**config.mk**
```make
export PLATFORM = sky130hd
export DESIGN_NAME = inst_mem_loader_flat
export DESIGN_NICKNAME = d
export VERILOG_FILES = /design/src/rtl/inst_mem_loader_pkg.sv /design/src/rtl/inst_mem_loader_if.sv /design/src/rtl/inst_mem_loader_timeout.sv /design/src/rtl/inst_mem_loader.sv /design/src/flat_wrapper.sv
export SDC_FILE = /design/constraint.sdc
export NUM_CORES = 1
export LEC_CHECK = 0
export BUFFER_PORTS_ARGS = -buffer_cell sky130_fd_sc_hd__buf_2
export CAP_MARGIN = 5
export CORE_UTILIZATION = 41
export DETAILED_ROUTE_END_ITERATION = 6
export SLEW_MARGIN = 20
export SYNTH_ARGS = -nofsm -noshare
export SYNTH_HDL_FRONTEND = slang
export SYNTH_SLANG_ARGS = --single-unit
export TNS_END_PERCENT = 100
```
**constraint.sdc**
```tcl
create_clock -name clk -period 3.2 [get_ports clk]
set_clock_uncertainty 0.2 [all_clocks]
set_input_delay 0.32 -clock clk [delete_from_list [all_inputs] [get_ports clk]]
set_output_delay 0.32 -clock clk [all_outputs]
set_load 0.02 [all_outputs]
```
**src/rtl/inst_mem_loader_pkg.sv**
```systemverilog
// Shared definitions for the instruction memory loader: state encodings and frame constants.
package inst_mem_loader_pkg;

  localparam int INST_W = 16;
  localparam int BYTE_W = 8;
  localparam int LEN_BYTES = 2;

  localparam logic [3:0] S_IDLE   = 4'd0;
  localparam logic [3:0] S_LEN_HI = 4'd1;
  localparam logic [3:0] S_LEN_LO = 4'd2;
  localparam logic [3:0] S_DAT_HI = 4'd3;
  localparam logic [3:0] S_DAT_LO = 4'd4;
  localparam logic [3:0] S_WRITE  = 4'd5;
  localparam logic [3:0] S_CHK    = 4'd6;
  localparam logic [3:0] S_DONE   = 4'd7;
  localparam logic [3:0] S_ERR    = 4'd8;

  // States in which a byte may be taken from the host link.
  function automatic logic is_rx_state(input logic [3:0] s);
    return (s == S_LEN_HI) || (s == S_LEN_LO) || (s == S_DAT_HI) ||
           (s == S_DAT_LO) || (s == S_CHK);
  endfunction

endpackage

```
**src/rtl/inst_mem_loader_if.sv**
```systemverilog
// Host byte stream in, instruction memory write port out.
interface inst_mem_loader_if #(
  parameter int ADDR_W = 16
);
  import inst_mem_loader_pkg::*;

  logic [BYTE_W-1:0] rx_data;
  logic              rx_valid;
  logic              rx_ready;
  logic [ADDR_W-1:0] mem_wraddress;
  logic [INST_W-1:0] mem_data;
  logic              mem_wren;

  modport master (
    output rx_data, rx_valid,
    input  rx_ready, mem_wraddress, mem_data, mem_wren
  );

  modport slave (
    input  rx_data, rx_valid,
    output rx_ready, mem_wraddress, mem_data, mem_wren
  );

endinterface

```
**src/rtl/inst_mem_loader_timeout.sv**
```systemverilog
// Idle-cycle counter: counts enabled cycles since the last clear, saturating at TIMEOUT_CYC.
module inst_mem_loader_timeout #(
  parameter int TIMEOUT_CYC = 1000000
) (
  input  logic clk,
  input  logic rst_n,
  input  logic clr,
  input  logic en,
  output logic expired
);

  localparam int CNT_W = $clog2(TIMEOUT_CYC + 1);
  localparam logic [CNT_W-1:0] LIMIT = CNT_W'(TIMEOUT_CYC);

  logic [CNT_W-1:0] cnt_q, cnt_d;

  assign expired = (cnt_q == LIMIT);

  always_comb begin
    cnt_d = cnt_q;
    if (clr)                cnt_d = '0;
    else if (en && !expired) cnt_d = cnt_q + 1'b1;
  end

  always_ff @(posedge clk or negedge rst_n) begin
    if (!rst_n) cnt_q <= '0;
    else        cnt_q <= cnt_d;
  end

endmodule

```
**src/rtl/inst_mem_loader.sv**
```systemverilog
// Loads a length-prefixed byte-stream program image into instruction memory, holding the CPU until done.
// Optional trailing mod-256 checksum byte when INST_LOADER_CHECKSUM_EN is defined.
module inst_mem_loader
  import inst_mem_loader_pkg::*;
#(
  parameter int ADDR_W      = 16,
  parameter int MAX_WORDS   = 65536,
  parameter int TIMEOUT_CYC = 1000000
) (
  input  logic              clk,
  input  logic              rst_n,
  input  logic              start,
  inst_mem_loader_if.slave  bus,
  output logic              cpu_hold,
  output logic              busy,
  output logic              done,
  output logic              error,
  output logic [ADDR_W:0]   words_loaded
);

  logic [3:0]        state_q, state_d;
  logic [BYTE_W-1:0] hi_q, hi_d;
  logic [15:0]       len_q, len_d;
  logic [ADDR_W-1:0] addr_q, addr_d;
  logic [INST_W-1:0] data_q, data_d;
  logic [ADDR_W:0]   wl_q, wl_d;
`ifdef INST_LOADER_CHECKSUM_EN
  logic [BYTE_W-1:0] sum_q, sum_d;
`endif

  logic rx_ok, accept, start_go, expired;
  logic [15:0] len_rx;

  assign rx_ok    = is_rx_state(state_q);
  assign accept   = rx_ok && bus.rx_valid;
  assign start_go = start && ((state_q == S_IDLE) || (state_q == S_DONE) || (state_q == S_ERR));
  assign len_rx   = {hi_q, bus.rx_data};

  inst_mem_loader_timeout #(.TIMEOUT_CYC(TIMEOUT_CYC)) u_timeout (
    .clk     (clk),
    .rst_n   (rst_n),
    .clr     (accept || start_go),
    .en      (rx_ok),
    .expired (expired)
  );

  always_comb begin
    state_d = state_q;
    hi_d    = hi_q;
    len_d   = len_q;
    addr_d  = addr_q;
    data_d  = data_q;
    wl_d    = wl_q;
`ifdef INST_LOADER_CHECKSUM_EN
    sum_d   = sum_q;
`endif
    case (state_q)
      S_IDLE, S_DONE, S_ERR: begin
        if (start) begin
          state_d = S_LEN_HI;
          wl_d    = '0;
          addr_d  = '0;
`ifdef INST_LOADER_CHECKSUM_EN
          sum_d   = '0;
`endif
        end
      end
      S_LEN_HI: if (accept) begin
        hi_d    = bus.rx_data;
        state_d = S_LEN_LO;
      end
      S_LEN_LO: if (accept) begin
        len_d = len_rx;
        if (len_rx == 16'd0)
`ifdef INST_LOADER_CHECKSUM_EN
          state_d = S_CHK;
`else
          state_d = S_DONE;
`endif
        else if ({16'd0, len_rx} > 32'(MAX_WORDS)) state_d = S_ERR;
        else                                       state_d = S_DAT_HI;
      end
      S_DAT_HI: if (accept) begin
        hi_d    = bus.rx_data;
        state_d = S_DAT_LO;
      end
      S_DAT_LO: if (accept) begin
        data_d  = len_rx;
        state_d = S_WRITE;
      end
      S_WRITE: begin
        // Address and count advance after the strobe cycle so the write sees the current index.
        addr_d = addr_q + 1'b1;
        wl_d   = wl_q + 1'b1;
        if ({{(31 - ADDR_W){1'b0}}, wl_q} + 32'd1 == {16'd0, len_q})
`ifdef INST_LOADER_CHECKSUM_EN
          state_d = S_CHK;
`else
          state_d = S_DONE;
`endif
        else
          state_d = S_DAT_HI;
      end
`ifdef INST_LOADER_CHECKSUM_EN
      S_CHK: if (accept) begin
        state_d = (bus.rx_data == sum_q) ? S_DONE : S_ERR;
      end
`endif
      default: state_d = S_IDLE;
    endcase

    if (rx_ok && !accept && expired) state_d = S_ERR;
`ifdef INST_LOADER_CHECKSUM_EN
    if (accept && (state_q != S_CHK)) sum_d = sum_q + bus.rx_data;
`endif
  end

  always_ff @(posedge clk or negedge rst_n) begin
    if (!rst_n) begin
      state_q <= S_IDLE;
      hi_q    <= '0;
      len_q   <= '0;
      addr_q  <= '0;
      data_q  <= '0;
      wl_q    <= '0;
`ifdef INST_LOADER_CHECKSUM_EN
      sum_q   <= '0;
`endif
    end else begin
      state_q <= state_d;
      hi_q    <= hi_d;
      len_q   <= len_d;
      addr_q  <= addr_d;
      data_q  <= data_d;
      wl_q    <= wl_d;
`ifdef INST_LOADER_CHECKSUM_EN
      sum_q   <= sum_d;
`endif
    end
  end

  assign bus.rx_ready      = rx_ok;
  assign bus.mem_wren      = (state_q == S_WRITE);
  assign bus.mem_wraddress = addr_q;
  assign bus.mem_data      = data_q;
  assign cpu_hold          = (state_q != S_DONE);
  assign busy              = rx_ok || (state_q == S_WRITE);
  assign done              = (state_q == S_DONE);
  assign error             = (state_q == S_ERR);
  assign words_loaded      = wl_q;

endmodule
```
**src/flat_wrapper.sv**
```systemverilog
// flat-port wrapper written by rule: the top's interface ports become plain ports
module inst_mem_loader_flat import inst_mem_loader_pkg::*;
#(
  parameter int ADDR_W      = 16,
  parameter int MAX_WORDS   = 65536,
  parameter int TIMEOUT_CYC = 1000000
)
  (clk, rst_n, start, cpu_hold, busy, done, error, words_loaded, bus_rx_data, bus_rx_valid, bus_rx_ready, bus_mem_wraddress, bus_mem_data, bus_mem_wren);
  inst_mem_loader_if #(.ADDR_W(ADDR_W)) bus_i ();
  input  logic clk;
  input  logic rst_n;
  input  logic start;
  output logic cpu_hold;
  output logic busy;
  output logic done;
  output logic error;
  output logic [ADDR_W:0] words_loaded;
  input wire logic [$bits(bus_i.rx_data)-1:0] bus_rx_data;
  input wire logic [$bits(bus_i.rx_valid)-1:0] bus_rx_valid;
  output wire logic [$bits(bus_i.rx_ready)-1:0] bus_rx_ready;
  output wire logic [$bits(bus_i.mem_wraddress)-1:0] bus_mem_wraddress;
  output wire logic [$bits(bus_i.mem_data)-1:0] bus_mem_data;
  output wire logic [$bits(bus_i.mem_wren)-1:0] bus_mem_wren;
  assign bus_i.rx_data = bus_rx_data;
  assign bus_i.rx_valid = bus_rx_valid;
  assign bus_rx_ready = bus_i.rx_ready;
  assign bus_mem_wraddress = bus_i.mem_wraddress;
  assign bus_mem_data = bus_i.mem_data;
  assign bus_mem_wren = bus_i.mem_wren;
  inst_mem_loader #(.ADDR_W(ADDR_W), .MAX_WORDS(MAX_WORDS), .TIMEOUT_CYC(TIMEOUT_CYC)) u_core (.clk(clk), .rst_n(rst_n), .start(start), .bus(bus_i), .cpu_hold(cpu_hold), .busy(busy), .done(done), .error(error), .words_loaded(words_loaded));
endmodule
```
==> results.md <==
Global routing:
- In the global route stage, overall resource usage came out at 19.0%.
- The wire length of the first global-routing pass is 19000 um.
- The number of antenna violations at the first check in global routing is 0.
- The remaining global-route overflow is 0.
- The via count of the first global-routing pass was 3788.
- Entering global routing, the biggest net connects 59 pins.

Clock network:
- Clock tree synthesis found a total of 97 sinks.
- The root buffer cell chosen for the clock tree is sky130_fd_sc_hd__clkbuf_16.
- The number of clock buffers inserted by TritonCTS is 9.
- The count of buffers added by post-CTS timing repair for setup is 0.
- The clock-pin slew on the worst setup and hold paths is 70 ps.
- Clock latency on the worst-skew pair, taken at its later pin, is 350 ps.
- TritonCTS built the clock tree.
- Post-CTS repair changed the size of 0 cells.
- Counting along the longest clock path gives a buffer depth of 2.
- The hold buffer count at cts is 1.
- The maximum level of the CTS H-tree is 3.

Yosys:
- Summing every instance area after synthesis gives 5040 sq um.
- During synthesis, Yosys emitted a total of 0 warnings.
- Sorting the synthesized cells by area gives the leading types as sky130_fd_sc_hd__dfrtp_1 (48%), sky130_fd_sc_hd__mux2_2 (9.4%), sky130_fd_sc_hd__nand2_1 (3.9%).
- The unique cell type count in the Yosys netlist is 53.
- In the synthesized netlist, the number of instances is 509.
- The total nets after synthesis is 525.
- The async set or reset register ratio after synthesis is 100%.
- The sequential-to-total area share from yosys stat is 48.1%.
- The synthesized design devotes to its leading area cell type 48.1% of total area.
- The leading area contributor after synthesis is sky130_fd_sc_hd__dfrtp_1.
- The main flop type after synthesis is sky130_fd_sc_hd__dfrtp_1.
- The synthesized design contains 97 register bits.
- By instance count, the leading cell after synthesis is sky130_fd_sc_hd__dfrtp_1.
- After synthesis, the most frequently instantiated cells are sky130_fd_sc_hd__dfrtp_1 (97), sky130_fd_sc_hd__nand2_1 (52), sky130_fd_sc_hd__mux2_2 (42), sky130_fd_sc_hd__o21ai_0 (38), sky130_fd_sc_hd__nor2_1 (32).
- The count of flip-flops with a built-in enable after synthesis is 0.
- The average instance in the mapped netlist occupies 9.91 sq um.

Floorplanning:
- The die covers 12700 sq um.
- The die height is 113 um.
- The core region area is 12000 sq um.
- The starting density of the core is 42.0%.
- The site row count is 40.
- The die span in x is 113 um.
- Pin placement for this block handled 67 I/O pins.

Placed design:
- The number of cells after detailed placement is 701.
- The wire-length estimate of the detail-placed layout is 8100 um.
- The routability-driven placement congestion ratio is 0.842.
- Port buffering added 66 buffers.

Timing:
- In this run the tightest slew margin relative to its limit is 43.2%.
- The share of the clock period used by the worst path is 84.1%.
- The sum of negative setup slack is 0 ps.
- The count of endpoints failing hold in the final timing report came to 0.
- The fmax is 372 MHz.
- The final critical-path required period is 2690 ps.
- The final max-slew violation count is 0.
- At the pin with the least slew margin, the transition time is 851 ps.
- Setup repair after global routing left no endpoint under its margin.
- The final-report setup violation count is 0.

Setup path:
- The type of origin of the critical path is a flip-flop.
- STA puts the critical path data required time at 2680 ps.
- For this run, the slowest stage of the critical path takes 590 ps.
- STA classifies the critical path endpoint as a primary output.
- The largest individual stage delay along the critical path comes from the cell sky130_fd_sc_hd__dfrtp_1.
- The reg-to-reg critical path endpoint is u_core.state_q[2]$_DFFE_PN0P_.
- In this run the critical register-to-register path is launched from u_core.words_loaded[5]$_DFFE_PN0P_.
- The reg2reg setup slack is 540 ps.
- Walking the worst path, the cells encountered are nand4bb_1 -> clkinv_1 -> buf_2.
- In this run the worst path has a maximum fanout of 19.
- Tracing the worst setup path back leads to its startpoint at u_core.state_q[1]$_DFFE_PN0P_.
- The critical path is of the flip-flop to primary output type.
- The cell depth of the worst flop-to-flop path is 6.
- The capturing instance or port of the critical path is bus_mem_wren.
- STA puts the critical path data arrival time at 2170 ps.

Routing:
- The iteration count of the initial detailed-routing pass is 5.
- After detailed routing, the average wire length per cell comes to 15.9 um.
- For this block, the initial DRC count from the detailed router was 315.
- Using the TritonRoute via totals, the vias-per-cell ratio works out to 5.62.
- For this block, the routed nets add up to 11400 um of wire.
- After detailed routing, the number of remaining DRC violations is 0.
- The detailed router placed 4030 vias in this run.
- The final antenna-violating net count is 0.

Status:
- The run finished with clean final reports.

Run:
- The number of max-cap violations is 0.

Layout:
- Once layout is complete, the cells apart from fillers number 717.
- From synthesis to final layout, the design area changed by 14.7%.
- The count of fill cells added during filler insertion is 1159.
- In the final design database the tool counted 582 nets.
- 0 antenna diodes ended up in the layout.
- The fraction of final layout cells sized beyond drive strength 1 is 22.6%.

Hold path:
- The class of the worst hold path is primary input to flip-flop.

Power and ir drop:
- The total power is 4.57 mW.
- The reported leakage power is 2.66 nW.
- The power density over cell area is 791 nW/um^2.
- IR analysis of the VDD net gives a maximum drop of 0.000496 V.
## per-layer routing
layer	vias to the layer above	part of all wire, %	track usage [%]	wire length (um)
li1	1937	-	-	-
met1	1950	48	26.9	5490
met2	125	45	28.4	5090
met3	18	5.9	4.18	671
met4	0	1.6	7.98	178
met5	-	0	0	0
## worst min path at each step
stage,to,cells after the start,from,slack [ps]
global placement,u_core.bus.mem_wraddress[13]$_DFFE_PN0P_,1,rst_n,140
CTS,u_core.len_q[4]$_DFFE_PN0P_,2,bus_rx_data[4],40
floorplan,u_core.bus.mem_data[0]$_DFFE_PN0P_,0,rst_n,-180
detailed placement,u_core.bus.mem_wraddress[13]$_DFFE_PN0P_,1,rst_n,150
finish,u_core.bus.mem_data[2]$_DFFE_PN0P_,2,bus_rx_data[2],50
global route,u_core.hi_q[4]$_DFFE_PN0P_,2,bus_rx_data[4],60
## area by class of cell
cell class                      instances  area (sq um)  area share (%)
Clock inverter                          6          62.6            1.08
Tap cell                              147           184            3.18
Inverter                               16          60.1            1.04
Clock buffer                            9           225            3.89
Sequential cell                        97          2430            42.0
Multi-Input combinational cell        371          2440            42.2
Timing Repair Buffer                   71           385            6.66
## through the flow
| step | hold slack [ps] | area (sq um) | util (%) | setup slack [ps] |
|---|---|---|---|---|
| finish | 53.1 | 5780 | 48.1 | 510 |
| global route | 57.5 | 5780 | 48.1 | 295 |
| CTS | 43.2 | 5780 | 48.1 | 462 |
| detailed placement | 149 | 5490 | 45.7 | 599 |
| global placement | 142 | 5490 | 45.7 | 623 |
| floorplan | -176 | 5040 | - | 743 |
## registers in the layout, summed over array words and instances, names as in the netlist
register                  flops
u_core.bus.mem_wraddress     16
u_core.bus.mem_data          16
u_core.words_loaded          17
u_core.hi_q                   8
u_core.len_q                 16
u_core.u_timeout.cnt_q       20
u_core.state_q                4
## cells by family (layout without fill, tap and decap cells)
family          Yosys count  count (layout)  synth area share (%)
xor+xnor                 33              33                  5.73
flops                    97              97                  48.1
buf+inv                  41             102                  3.50
simple gates            187             187                  19.1
mux                      50              50                  11.0
fa+ha+maj                 4               4                 0.993
compound gates           97              97                  11.6
## layout by cell type (no fill, tap or decap), types with 7 or more instances in the layout
master | netlist | layout
sky130_fd_sc_hd__or3_1 | 8 | 8
sky130_fd_sc_hd__nand2_1 | 52 | 52
sky130_fd_sc_hd__a21oi_1 | 24 | 24
sky130_fd_sc_hd__clkbuf_16 | 0 | 9
sky130_fd_sc_hd__inv_1 | 15 | 15
sky130_fd_sc_hd__nor4_1 | 8 | 8
sky130_fd_sc_hd__xor2_1 | 12 | 12
sky130_fd_sc_hd__o31ai_1 | 7 | 7
sky130_fd_sc_hd__nand4_1 | 11 | 11
sky130_fd_sc_hd__nand3_1 | 27 | 27
sky130_fd_sc_hd__o21ai_0 | 38 | 38
sky130_fd_sc_hd__mux2i_1 | 8 | 8
sky130_fd_sc_hd__dfrtp_1 | 97 | 97
sky130_fd_sc_hd__buf_2 | 2 | 65
sky130_fd_sc_hd__xnor2_1 | 21 | 21
sky130_fd_sc_hd__and3_1 | 12 | 12
sky130_fd_sc_hd__mux2_2 | 42 | 42
sky130_fd_sc_hd__nor2_1 | 32 | 32
sky130_fd_sc_hd__and2_1 | 9 | 9
## worst max-delay path, delay by kind of cell, from the launching register on
kind,cells,cell delay (ps)
buffers and inverters,2,870
flip-flops,1,590
AND/OR/NAND/NOR,1,360
## where the power goes
group / switching (mW) / leakage (nW) / total (mW) / internal (mW)
Sequential: 0.361 / 1.28 / 1.91 / 1.55
Clock: 0.502 / 0.141 / 1.05 / 0.543
Combinational: 0.893 / 1.24 / 1.61 / 0.719
Total: 1.76 / 2.66 / 4.57 / 2.82
No activity file was read; power rests on OpenSTA's default activity.
